### src/rtl/pinlock_n_if.sv
// Keypad/display/actuator bundle for the pinlock_n controller.
// The bench (master) drives keypad and timebase; the lock (slave) drives status and display.
interface pinlock_n_if #(
  parameter int PIN_LEN = 4
);
  logic                   tick;
  logic [3:0]             keycode;
  logic                   keyenbl;
  logic                   lock;
  logic [2:0]             state;
  logic [4*PIN_LEN-1:0]   digits;
  logic [PIN_LEN-1:0]     dispen;
  logic [3:0]             failcnt;

  modport master (
    output tick, keycode, keyenbl,
    input  lock, state, digits, dispen, failcnt
  );

  modport slave (
    input  tick, keycode, keyenbl,
    output lock, state, digits, dispen, failcnt
  );
endinterface

### src/rtl/pinlock_n.sv
// Parameterised PIN lock: store a PIN, then unlock on matching re-entry, with
// backspace, enter-to-compare, failed-attempt lockout and tick-based timeouts.
module pinlock_n #(
  parameter int PIN_LEN       = 4,
  parameter int MAX_FAIL      = 3,
  parameter int TIMEOUT_TICKS = 128,
  parameter int SHOW_TICKS    = 16,
  parameter int LOCKOUT_TICKS = 255
) (
  input logic        ck,
  input logic        reset,
  pinlock_n_if.slave bus
);
  localparam int            DW       = 4 * PIN_LEN;
  localparam logic [DW-1:0] BLANK    = '1;
  localparam logic [3:0]    FULL     = 4'(PIN_LEN);
  localparam logic [3:0]    MAXF     = 4'(MAX_FAIL);
  localparam logic [7:0]    TO_LIM   = 8'(TIMEOUT_TICKS - 1);
  localparam logic [7:0]    SHOW_LIM = 8'(SHOW_TICKS - 1);
  localparam logic [7:0]    LOCK_LIM = 8'(LOCKOUT_TICKS - 1);

  typedef enum logic [2:0] {
    HALT    = 3'd0,
    MEMIN   = 3'd1,
    OPEN    = 3'd2,
    CLOSED  = 3'd3,
    SECIN   = 3'd4,
    MATCH   = 3'd5,
    FAIL    = 3'd6,
    LOCKOUT = 3'd7
  } state_t;

  state_t             state_q, state_n;
  logic [DW-1:0]      entry_q, entry_n;
  logic [DW-1:0]      secret_q, secret_n;
  logic [3:0]         cnt_q, cnt_n;
  logic [3:0]         failcnt_q, failcnt_n;
  logic [7:0]         timer_q, timer_n;
  logic               lock_q, lock_n;
  logic [PIN_LEN-1:0] dispen_q, dispen_n;
  logic               key_taken;
  logic               is_digit, is_del, is_ent, is_close;

  function automatic logic [3:0] sat_inc4(input logic [3:0] v);
    return (v == 4'hF) ? v : v + 4'd1;
  endfunction

  function automatic logic limit_hit(input logic t, input logic [7:0] tmr,
                                     input logic [7:0] lim);
    return t && (tmr == lim);
  endfunction

  assign is_digit = bus.keyenbl && (bus.keycode <= 4'd9);
  assign is_del   = bus.keyenbl && (bus.keycode == 4'hD);
  assign is_ent   = bus.keyenbl && (bus.keycode == 4'hE);
  assign is_close = bus.keyenbl && (bus.keycode == 4'hC);

  always_comb begin
    state_n   = state_q;
    entry_n   = entry_q;
    secret_n  = secret_q;
    cnt_n     = cnt_q;
    failcnt_n = failcnt_q;
    key_taken = 1'b0;
    case (state_q)
      HALT, CLOSED: begin
        if (is_digit) begin
          entry_n = (BLANK << 4) | DW'(bus.keycode);
          cnt_n   = 4'd1;
          state_n = (state_q == HALT) ? MEMIN : SECIN;
        end
      end
      MEMIN, SECIN: begin
        key_taken = bus.keyenbl;
        if (is_digit) begin
          if (cnt_q < FULL) begin
            entry_n = (entry_q << 4) | DW'(bus.keycode);
            cnt_n   = cnt_q + 4'd1;
          end
        end else if (is_del) begin
          if (cnt_q != 4'd0) begin
            entry_n = (entry_q >> 4) | (BLANK << (DW - 4));
            cnt_n   = cnt_q - 4'd1;
          end
        end else if (is_ent) begin
          if (cnt_q == FULL) begin
            if (state_q == MEMIN) begin
              secret_n = entry_q;
              entry_n  = BLANK;
              cnt_n    = 4'd0;
              state_n  = OPEN;
            end else if (entry_q == secret_q) begin
              state_n = MATCH;
            end else begin
              failcnt_n = sat_inc4(failcnt_q);
              state_n   = FAIL;
            end
          end
        end else if (!bus.keyenbl && limit_hit(bus.tick, timer_q, TO_LIM)) begin
          // Abandoned entry: drop the partial PIN and fall back a step.
          entry_n = BLANK;
          cnt_n   = 4'd0;
          state_n = (state_q == MEMIN) ? HALT : CLOSED;
        end
      end
      OPEN: begin
        if (is_close) begin
          entry_n = BLANK;
          cnt_n   = 4'd0;
          state_n = CLOSED;
        end
      end
      MATCH: begin
        if (limit_hit(bus.tick, timer_q, SHOW_LIM)) begin
          entry_n   = BLANK;
          cnt_n     = 4'd0;
          failcnt_n = 4'd0;
          state_n   = OPEN;
        end
      end
      FAIL: begin
        if (limit_hit(bus.tick, timer_q, SHOW_LIM)) begin
          entry_n = BLANK;
          cnt_n   = 4'd0;
          state_n = (failcnt_q >= MAXF) ? LOCKOUT : CLOSED;
        end
      end
      LOCKOUT: begin
        if (limit_hit(bus.tick, timer_q, LOCK_LIM)) begin
          failcnt_n = 4'd0;
          state_n   = CLOSED;
        end
      end
      default: state_n = HALT;
    endcase
  end

  // Timer and registered outputs follow the next state so they change on the same edge.
  always_comb begin
    timer_n = timer_q;
    if ((state_n != state_q) || key_taken)
      timer_n = 8'd0;
    else if (bus.tick && (timer_q != 8'hFF))
      timer_n = timer_q + 8'd1;

    lock_n = (state_n == CLOSED) || (state_n == SECIN) ||
             (state_n == FAIL)   || (state_n == LOCKOUT);

    dispen_n = '0;
    if ((state_n == MEMIN) || (state_n == SECIN)) begin
      for (int i = 0; i < PIN_LEN; i++)
        dispen_n[i] = (i < int'(cnt_n));
    end else if ((state_n == MATCH) || (state_n == FAIL)) begin
      dispen_n = {PIN_LEN{timer_n[1]}};
    end
  end

  always_ff @(posedge ck or posedge reset) begin
    if (reset) begin
      state_q   <= HALT;
      entry_q   <= BLANK;
      secret_q  <= BLANK;
      cnt_q     <= 4'd0;
      failcnt_q <= 4'd0;
      timer_q   <= 8'd0;
      lock_q    <= 1'b0;
      dispen_q  <= '0;
    end else begin
      state_q   <= state_n;
      entry_q   <= entry_n;
      secret_q  <= secret_n;
      cnt_q     <= cnt_n;
      failcnt_q <= failcnt_n;
      timer_q   <= timer_n;
      lock_q    <= lock_n;
      dispen_q  <= dispen_n;
    end
  end

  assign bus.state   = state_q;
  assign bus.lock    = lock_q;
  assign bus.digits  = entry_q;
  assign bus.dispen  = dispen_q;
  assign bus.failcnt = failcnt_q;
endmodule

### src/flat_wrapper.sv
// flat-port wrapper written by rule: the top's interface ports become plain ports
module pinlock_n_flat 
#(
  parameter int PIN_LEN       = 4,
  parameter int MAX_FAIL      = 3,
  parameter int TIMEOUT_TICKS = 128,
  parameter int SHOW_TICKS    = 16,
  parameter int LOCKOUT_TICKS = 255
)
  (ck, reset, bus_tick, bus_keycode, bus_keyenbl, bus_lock, bus_state, bus_digits, bus_dispen, bus_failcnt);
  pinlock_n_if #(.PIN_LEN(PIN_LEN)) bus_i ();
  input logic ck;
  input logic reset;
  input wire logic [$bits(bus_i.tick)-1:0] bus_tick;
  input wire logic [$bits(bus_i.keycode)-1:0] bus_keycode;
  input wire logic [$bits(bus_i.keyenbl)-1:0] bus_keyenbl;
  output wire logic [$bits(bus_i.lock)-1:0] bus_lock;
  output wire logic [$bits(bus_i.state)-1:0] bus_state;
  output wire logic [$bits(bus_i.digits)-1:0] bus_digits;
  output wire logic [$bits(bus_i.dispen)-1:0] bus_dispen;
  output wire logic [$bits(bus_i.failcnt)-1:0] bus_failcnt;
  assign bus_i.tick = bus_tick;
  assign bus_i.keycode = bus_keycode;
  assign bus_i.keyenbl = bus_keyenbl;
  assign bus_lock = bus_i.lock;
  assign bus_state = bus_i.state;
  assign bus_digits = bus_i.digits;
  assign bus_dispen = bus_i.dispen;
  assign bus_failcnt = bus_i.failcnt;
  pinlock_n #(.PIN_LEN(PIN_LEN), .MAX_FAIL(MAX_FAIL), .TIMEOUT_TICKS(TIMEOUT_TICKS), .SHOW_TICKS(SHOW_TICKS), .LOCKOUT_TICKS(LOCKOUT_TICKS)) u_core (.ck(ck), .reset(reset), .bus(bus_i));
endmodule
### config.mk
export PLATFORM = sky130hd
export DESIGN_NAME = pinlock_n_flat
export DESIGN_NICKNAME = d
export VERILOG_FILES = /design/src/rtl/pinlock_n_if.sv /design/src/rtl/pinlock_n.sv /design/src/flat_wrapper.sv
export SDC_FILE = /design/constraint.sdc
export NUM_CORES = 1
export LEC_CHECK = 0
export CORE_AREA = 3 3 87 89
export DETAILED_ROUTE_END_ITERATION = 10
export DIE_AREA = 0 0 90 92
export MAX_ROUTING_LAYER = met4
export PLACE_DENSITY = 0.81
export SLEW_MARGIN = 20
export SYNTH_ARGS = -nofsm -noshare
export SYNTH_HDL_FRONTEND = slang
export SYNTH_SLANG_ARGS = --single-unit
### constraint.sdc
create_clock -name ck -period 4.3 [get_ports ck]
set_clock_uncertainty 0.2 [all_clocks]
set_input_delay 1.075 -clock ck [delete_from_list [all_inputs] [get_ports ck]]
set_output_delay 1.075 -clock ck [all_outputs]
set_load 0.005 [all_outputs]
======== After elaboration in Yosys (flattened, before gate mapping) ========
Index checks and enable logic that the tools add are counted.
storage, ports and cells
  register bits ........................... 56
  latch bits .............................. 0
  bits in writable memories ............... 0
  ROM bits ................................ 0
  bits of input ports ..................... 8
  memories ................................ 0
cells by class
  add/subtract/negate cells ............... 4
  $mul .................................... 0
  divide/modulo/power cells ............... 0
  $lt $le $gt $ge ......................... 7
  eq/ne operators ......................... 41
  shifts and indexed selects .............. 0
  muxes and demuxes ....................... 55
  bitwise logic cells ..................... 3
  reductions and logical operators ........ 27
operators with widths
  cell                                                    number
  2-to-1 mux 16 bit                                       11
  2-to-1 mux 4 bit                                        22
  one-hot mux 16 bit (4 select lines)                     1
  2-to-1 mux 3 bit                                        13
  == test 3 bit (second input constant)                   8
  one-hot mux 3 bit (6 select lines)                      1
  == test 16 bit                                          1
  == test 4 bit (second input constant)                   4
  2-to-1 mux 8 bit                                        2
  bitwise OR 16 x 4 -> 16 bit                             1
  one-hot mux 4 bit (4 select lines)                      1
  inequality test 2 x 1 -> 1 bit (second input constant)  7
  one-hot mux 4 bit (3 select lines)                      1
  inequality test 2 bit (second input constant)           5
  inequality test 5 x 3 -> 1 bit (second input constant)  2
  AND reduction 10 bit                                    1
  == test 3 x 2 -> 1 bit (second input constant)          3
  logical AND 1 bit                                       9
  AND reduction 9 bit                                     1
  adder 4 x 1 -> 4 bit (second input constant)            2
  adder 8 x 1 -> 8 bit (second input constant)            1
  == test 8 x 4 -> 1 bit (second input constant)          1
  == test 8 x 7 -> 1 bit (second input constant)          1
  == test 8 bit (second input constant)                   1
  24 further kinds                                        37

======== Depth between registers and ports, before layout ========
  depth in word-level cells ............... 13
  mapped depth ............................ 12
  mapped depth without buffers ............ 9

======== Worst setup path after synthesis ========
No wires, ideal clock.
  path kind ............................... input -> register
  start point ............................. input port bus_tick
  end point ............................... register u_core.dispen_q[0], in the netlist u_core.bus.dispen[0]
  arrival ................................. 3.224 ns
  required time ........................... 3.962 ns
  path slack .............................. 0.737 ns
  cell stages on the path ................. 7
  path buffers ............................ 0
  path through ............................ or4b_4 or3_4 maj3_2 a221o_1 a221o_1 nor4_2 o22ai_1
between the ends
  elaborated cells between the ends (all ways) .. 32
  classes of those cells .................. 1 x order compare; 5 x eq/ne; 18 x mux; 8 x reduce/logical
RTL lines
  what                                  line                RTL
  from (decl)                           flat_wrapper.sv:14  input wire logic [$bits(bus_i.tick)-1:0] bus_tick;
  logical AND 1 bit                     pinlock_n.sv:50     return t && (tmr == lim);
  logical AND 1 bit                     pinlock_n.sv:99     end else if (!bus.keyenbl && limit_hit(bus.tick, timer_q, TO_LIM)) begin
  2-to-1 mux 4 bit                      pinlock_n.sv:99
  2-to-1 mux 4 bit                      pinlock_n.sv:85     end else if (is_ent) begin
  2-to-1 mux 4 bit                      pinlock_n.sv:80     end else if (is_del) begin
  2-to-1 mux 4 bit                      pinlock_n.sv:75     if (is_digit) begin
  one-hot mux 4 bit (4 select lines) *  pinlock_n.sv:65     case (state_q)
  net u_core.cnt_n[2]                   pinlock_n.sv:36     logic [3:0] cnt_q, cnt_n;
  < comparator 1 x 4 -> 1 bit *         pinlock_n.sv:152    dispen_n[i] = (i < int'(cnt_n));
  2-to-1 mux 4 bit *                    pinlock_n.sv:150    if ((state_n == MEMIN) || (state_n == SECIN)) begin
  net u_core.dispen_n[0]                pinlock_n.sv:40     logic [PIN_LEN-1:0] dispen_q, dispen_n;
  to (signal assigned)                  pinlock_n.sv:176    dispen_q <= dispen_n;
  to (decl)                             pinlock_n.sv:40
The timed path passes the listed nets; every way through them passes the cells marked *. The select of a mux whose other input is x is not followed.
A chain may end at the register's enable or synchronous reset.

======== Worst setup path in the final report ========
Same ends and word-level chain as after synthesis.

==> results.sh <==
export IMPL_status="finished, final reports clean"
export IMPL_yosys_top_cells_area="dfstp_2 25%, dfrtp_1 18%, mux2_2 6.6%"
export IMPL_worst_pin_slew_ns=0.893
export IMPL_grt_overflow=0
export IMPL_reg2reg_depth=7
export IMPL_layout_nets=411
export IMPL_cts_max_level=2
export IMPL_grt_usage_pct=19.8
export IMPL_dp_hpwl_um=5630
export IMPL_clock_sinks=56
export IMPL_ys_types=59
export IMPL_hold_viol_final=0
export IMPL_clockBufferDepth=2
export IMPL_fin_tns_setup_ns=0
export IMPL_reg2reg_to="u_core.bus.dispen[0]$_DFF_PP0_"
export IMPL_slew_headroom_pct=40.5
export IMPL_leakage_nw=1.58
export IMPL_clk_pin_slew_ns=0.10
export IMPL_rows=30
export IMPL_ctsResizeCount=0
export IMPL_crit_fanout=5
export IMPL_required_ns=4.29
export IMPL_min_period_ns=3.86
export IMPL_ant_nets=0
export IMPL_yosysWarningCount=0
export IMPL_grt_pass1_vias=2726
export IMPL_antenna_found_initial=0
export IMPL_postSynth_asyncResetShare_pct=100
export IMPL_postSynthAreaPerCell_um2=9.46
export IMPL_setup_viol=0
export IMPL_worstSetupStartpoint="bus_tick"
export IMPL_grt_max_degree=42
export IMPL_synth_top_area_share_pct=24.6
export IMPL_fmax_mhz=259
export IMPL_synth_nets=375
export IMPL_num_vias=2862
export IMPL_slew_violations=0
export IMPL_critPathLaunchType="primary input"
export IMPL_cts_tree="yes"
export IMPL_rrSetupSlack_ns=1.10
export IMPL_post_cts_buffers=0
export IMPL_postRouteWirelength_um=7890
export IMPL_drv_cap=0
export IMPL_ir_drop_mv=0.332
export IMPL_rsz0062_at_grt="false"
export IMPL_synth_commonest_cells="39 x nand2_1, 32 x dfstp_2, 24 x dfrtp_1"
export IMPL_hold_path_class="reg -> reg"
export IMPL_cts_buffers=5
export IMPL_hold_start="u_core.bus.digits[14]$_DFFE_PP1P_"
export IMPL_ys_flop_type="dfstp_2"
export IMPL_fp_dieH_um=92
export IMPL_grt_pass1_wl_um=13100
export IMPL_vias_per_cell=5.79
export IMPL_worst_skew_pair_late_latency_ns=0.32
export IMPL_final_area_um2=4000
export IMPL_io_pin_count=36
export IMPL_ys_seq_area_share_pct=42.2
export IMPL_synth_edf_count=0
export IMPL_firstDrtPassIters=4
export IMPL_dpl_cell_area_um2=3900
export IMPL_holdPathEnd="u_core.bus.digits[14]$_DFFE_PP1P_"
export IMPL_initial_utilization_pct=50.0
export IMPL_cp_arrival_ns=3.85
export IMPL_drt_initial_drc_count=125
export IMPL_portBuffers=35
export IMPL_ys_ff_latch=56
export IMPL_timing_rr_start="u_core.timer_q[4]$_DFFE_PP0P_"
export IMPL_core_area_um2=6830
export IMPL_critPathCaptureType="flip-flop"
export IMPL_fin_crit_sh_pct=89.7
export IMPL_die_area_um2=8280
export IMPL_die_x_um=90
export IMPL_synth_cells=361
export IMPL_diodes=0
export IMPL_post_synth_top_count_cell="nand2_1"
export IMPL_fillers=598
export IMPL_synth_top_area_cell="dfstp_2"
export IMPL_holdBufCountCts=0
export IMPL_holdPathStages=2
export IMPL_drc_errors=0
export IMPL_cts_root_buf="clkbuf_8"
export IMPL_post_synth_instance_area_um2=3420
export IMPL_crit_type="in -> reg"
export IMPL_area_delta_synth_final_pct=17.0
export IMPL_wire_per_inst_um=16.0
export IMPL_power_density_nw_per_um2=595
export IMPL_drive_gt1_share_pct=21.4
export IMPL_place_congestion=0.898
## routing by layer
metal / track usage, % / up-vias / wire length, µm / share of wire, %
li1: - / 1390 / - / -
met1: 25.4 / 1362 / 3530 / 45
met2: 32.5 / 98 / 3820 / 48
met3: 3.04 / 12 / 421 / 5.3
met4: 5.87 / 0 / 112 / 1.4
met5: - / - / 0 / 0
## cell type report
class | count | area [µm²] | share of cell area [%]
inverter | 9 | 33.8 | 0.845
tap | 96 | 120 | 3.01
multi-input combinational | 279 | 1870 | 46.9
timing repair buffer | 46 | 433 | 10.8
clock inverter | 3 | 25.0 | 0.626
sequential | 56 | 1440 | 36.1
clock buffer | 5 | 68.8 | 1.72
## state kept, by name, summed over array words and instances (netlist names)
| signal | cells |
|---|---|
| u_core.secret_q | 16 |
| u_core.bus.dispen | 4 |
| u_core.cnt_q | 4 |
| u_core.bus.state | 3 |
| u_core.bus.failcnt | 4 |
| u_core.bus.digits | 16 |
| u_core.timer_q | 8 |
| u_core.bus.lock | 1 |
## kinds of logic (layout without fill, tap and decap cells)
group	Yosys count	count (layout)	share of synthesized area (%)
flops	56	56	42.2
mux	26	26	8.35
fa+ha+maj	8	8	2.82
compound gates	84	84	16.0
simple gates	137	137	21.5
buf+inv	26	63	2.93
xor+xnor	24	24	6.15
## stage by stage
stage	util, %	hold WS, ns	setup WS [ns]	std cells	power (mW)
2_1_floorplan	-	0.292	0.737	361	1.65
3_3_place_gp	57.1	0.298	0.167	486	2.04
4_1_cts	58.5	0.319	0.442	494	2.38
6_report	58.5	0.315	0.443	494	2.38
5_1_grt	58.5	0.346	0.331	494	2.55
3_5_place_dp	57.1	0.304	0.119	486	2.07
## cells in the final DEF, fill, tap and decap left out, drive strengths merged, types with 2 or more instances in the layout
cell           netlist  routed
nand4                5       5
o21a                 2       2
nand2b               8       8
buf                  4      11
nor3b                4       4
a21o                 4       4
a211oi               4       4
o21ai               17      17
and2                 4       4
ha                   6       6
dfstp               32      32
inv                  8      10
maj3                 2       2
o211ai               5       5
or3                  4       4
or4b                 2       2
or4                  2       2
xor2                21      21
nand3               10      10
xnor2                3       3
o22ai               12      12
nor3                15      15
clkbuf              13       5
nor4                 7       7
dfrtp               24      24
a221o                3       3
nor2b                8       8
nand2               39      39
and3                 2       2
or3b                 3       3
a21oi               17      17
mux2                20      20
clkdlybuf4s50        0      35
or2                  2       2
and4b                2       2
mux2i                6       6
nor2                18      18
a31oi                7       7
## report_power, final
part,internal (mW),leakage (nW),switching (mW)
logic,0.560,0.891,0.543
registers,0.743,0.648,0.226
clock network,0.119,0.0452,0.186
total,1.42,1.58,0.956
## worst max-delay path by stage
stage / end
6_report: u_core.bus.dispen[0]$_DFF_PP0_
5_1_grt: u_core.bus.dispen[0]$_DFF_PP0_
4_1_cts: u_core.bus.dispen[0]$_DFF_PP0_
3_5_place_dp: u_core.bus.dispen[0]$_DFF_PP0_
3_3_place_gp: u_core.bus.dispen[0]$_DFF_PP0_
2_1_floorplan: u_core.bus.dispen[0]$_DFF_PP0_
## critical path, stage by stage
cell             delay [ns]
clkdlybuf4s50_1        0.47
or4b_4                 0.47
or3_4                  0.35
maj3_2                 0.31
a221o_1                0.36
a221o_1                0.45
nor4_2                 0.27
o22ai_1                0.10
(Power assumes the default switching activity.)
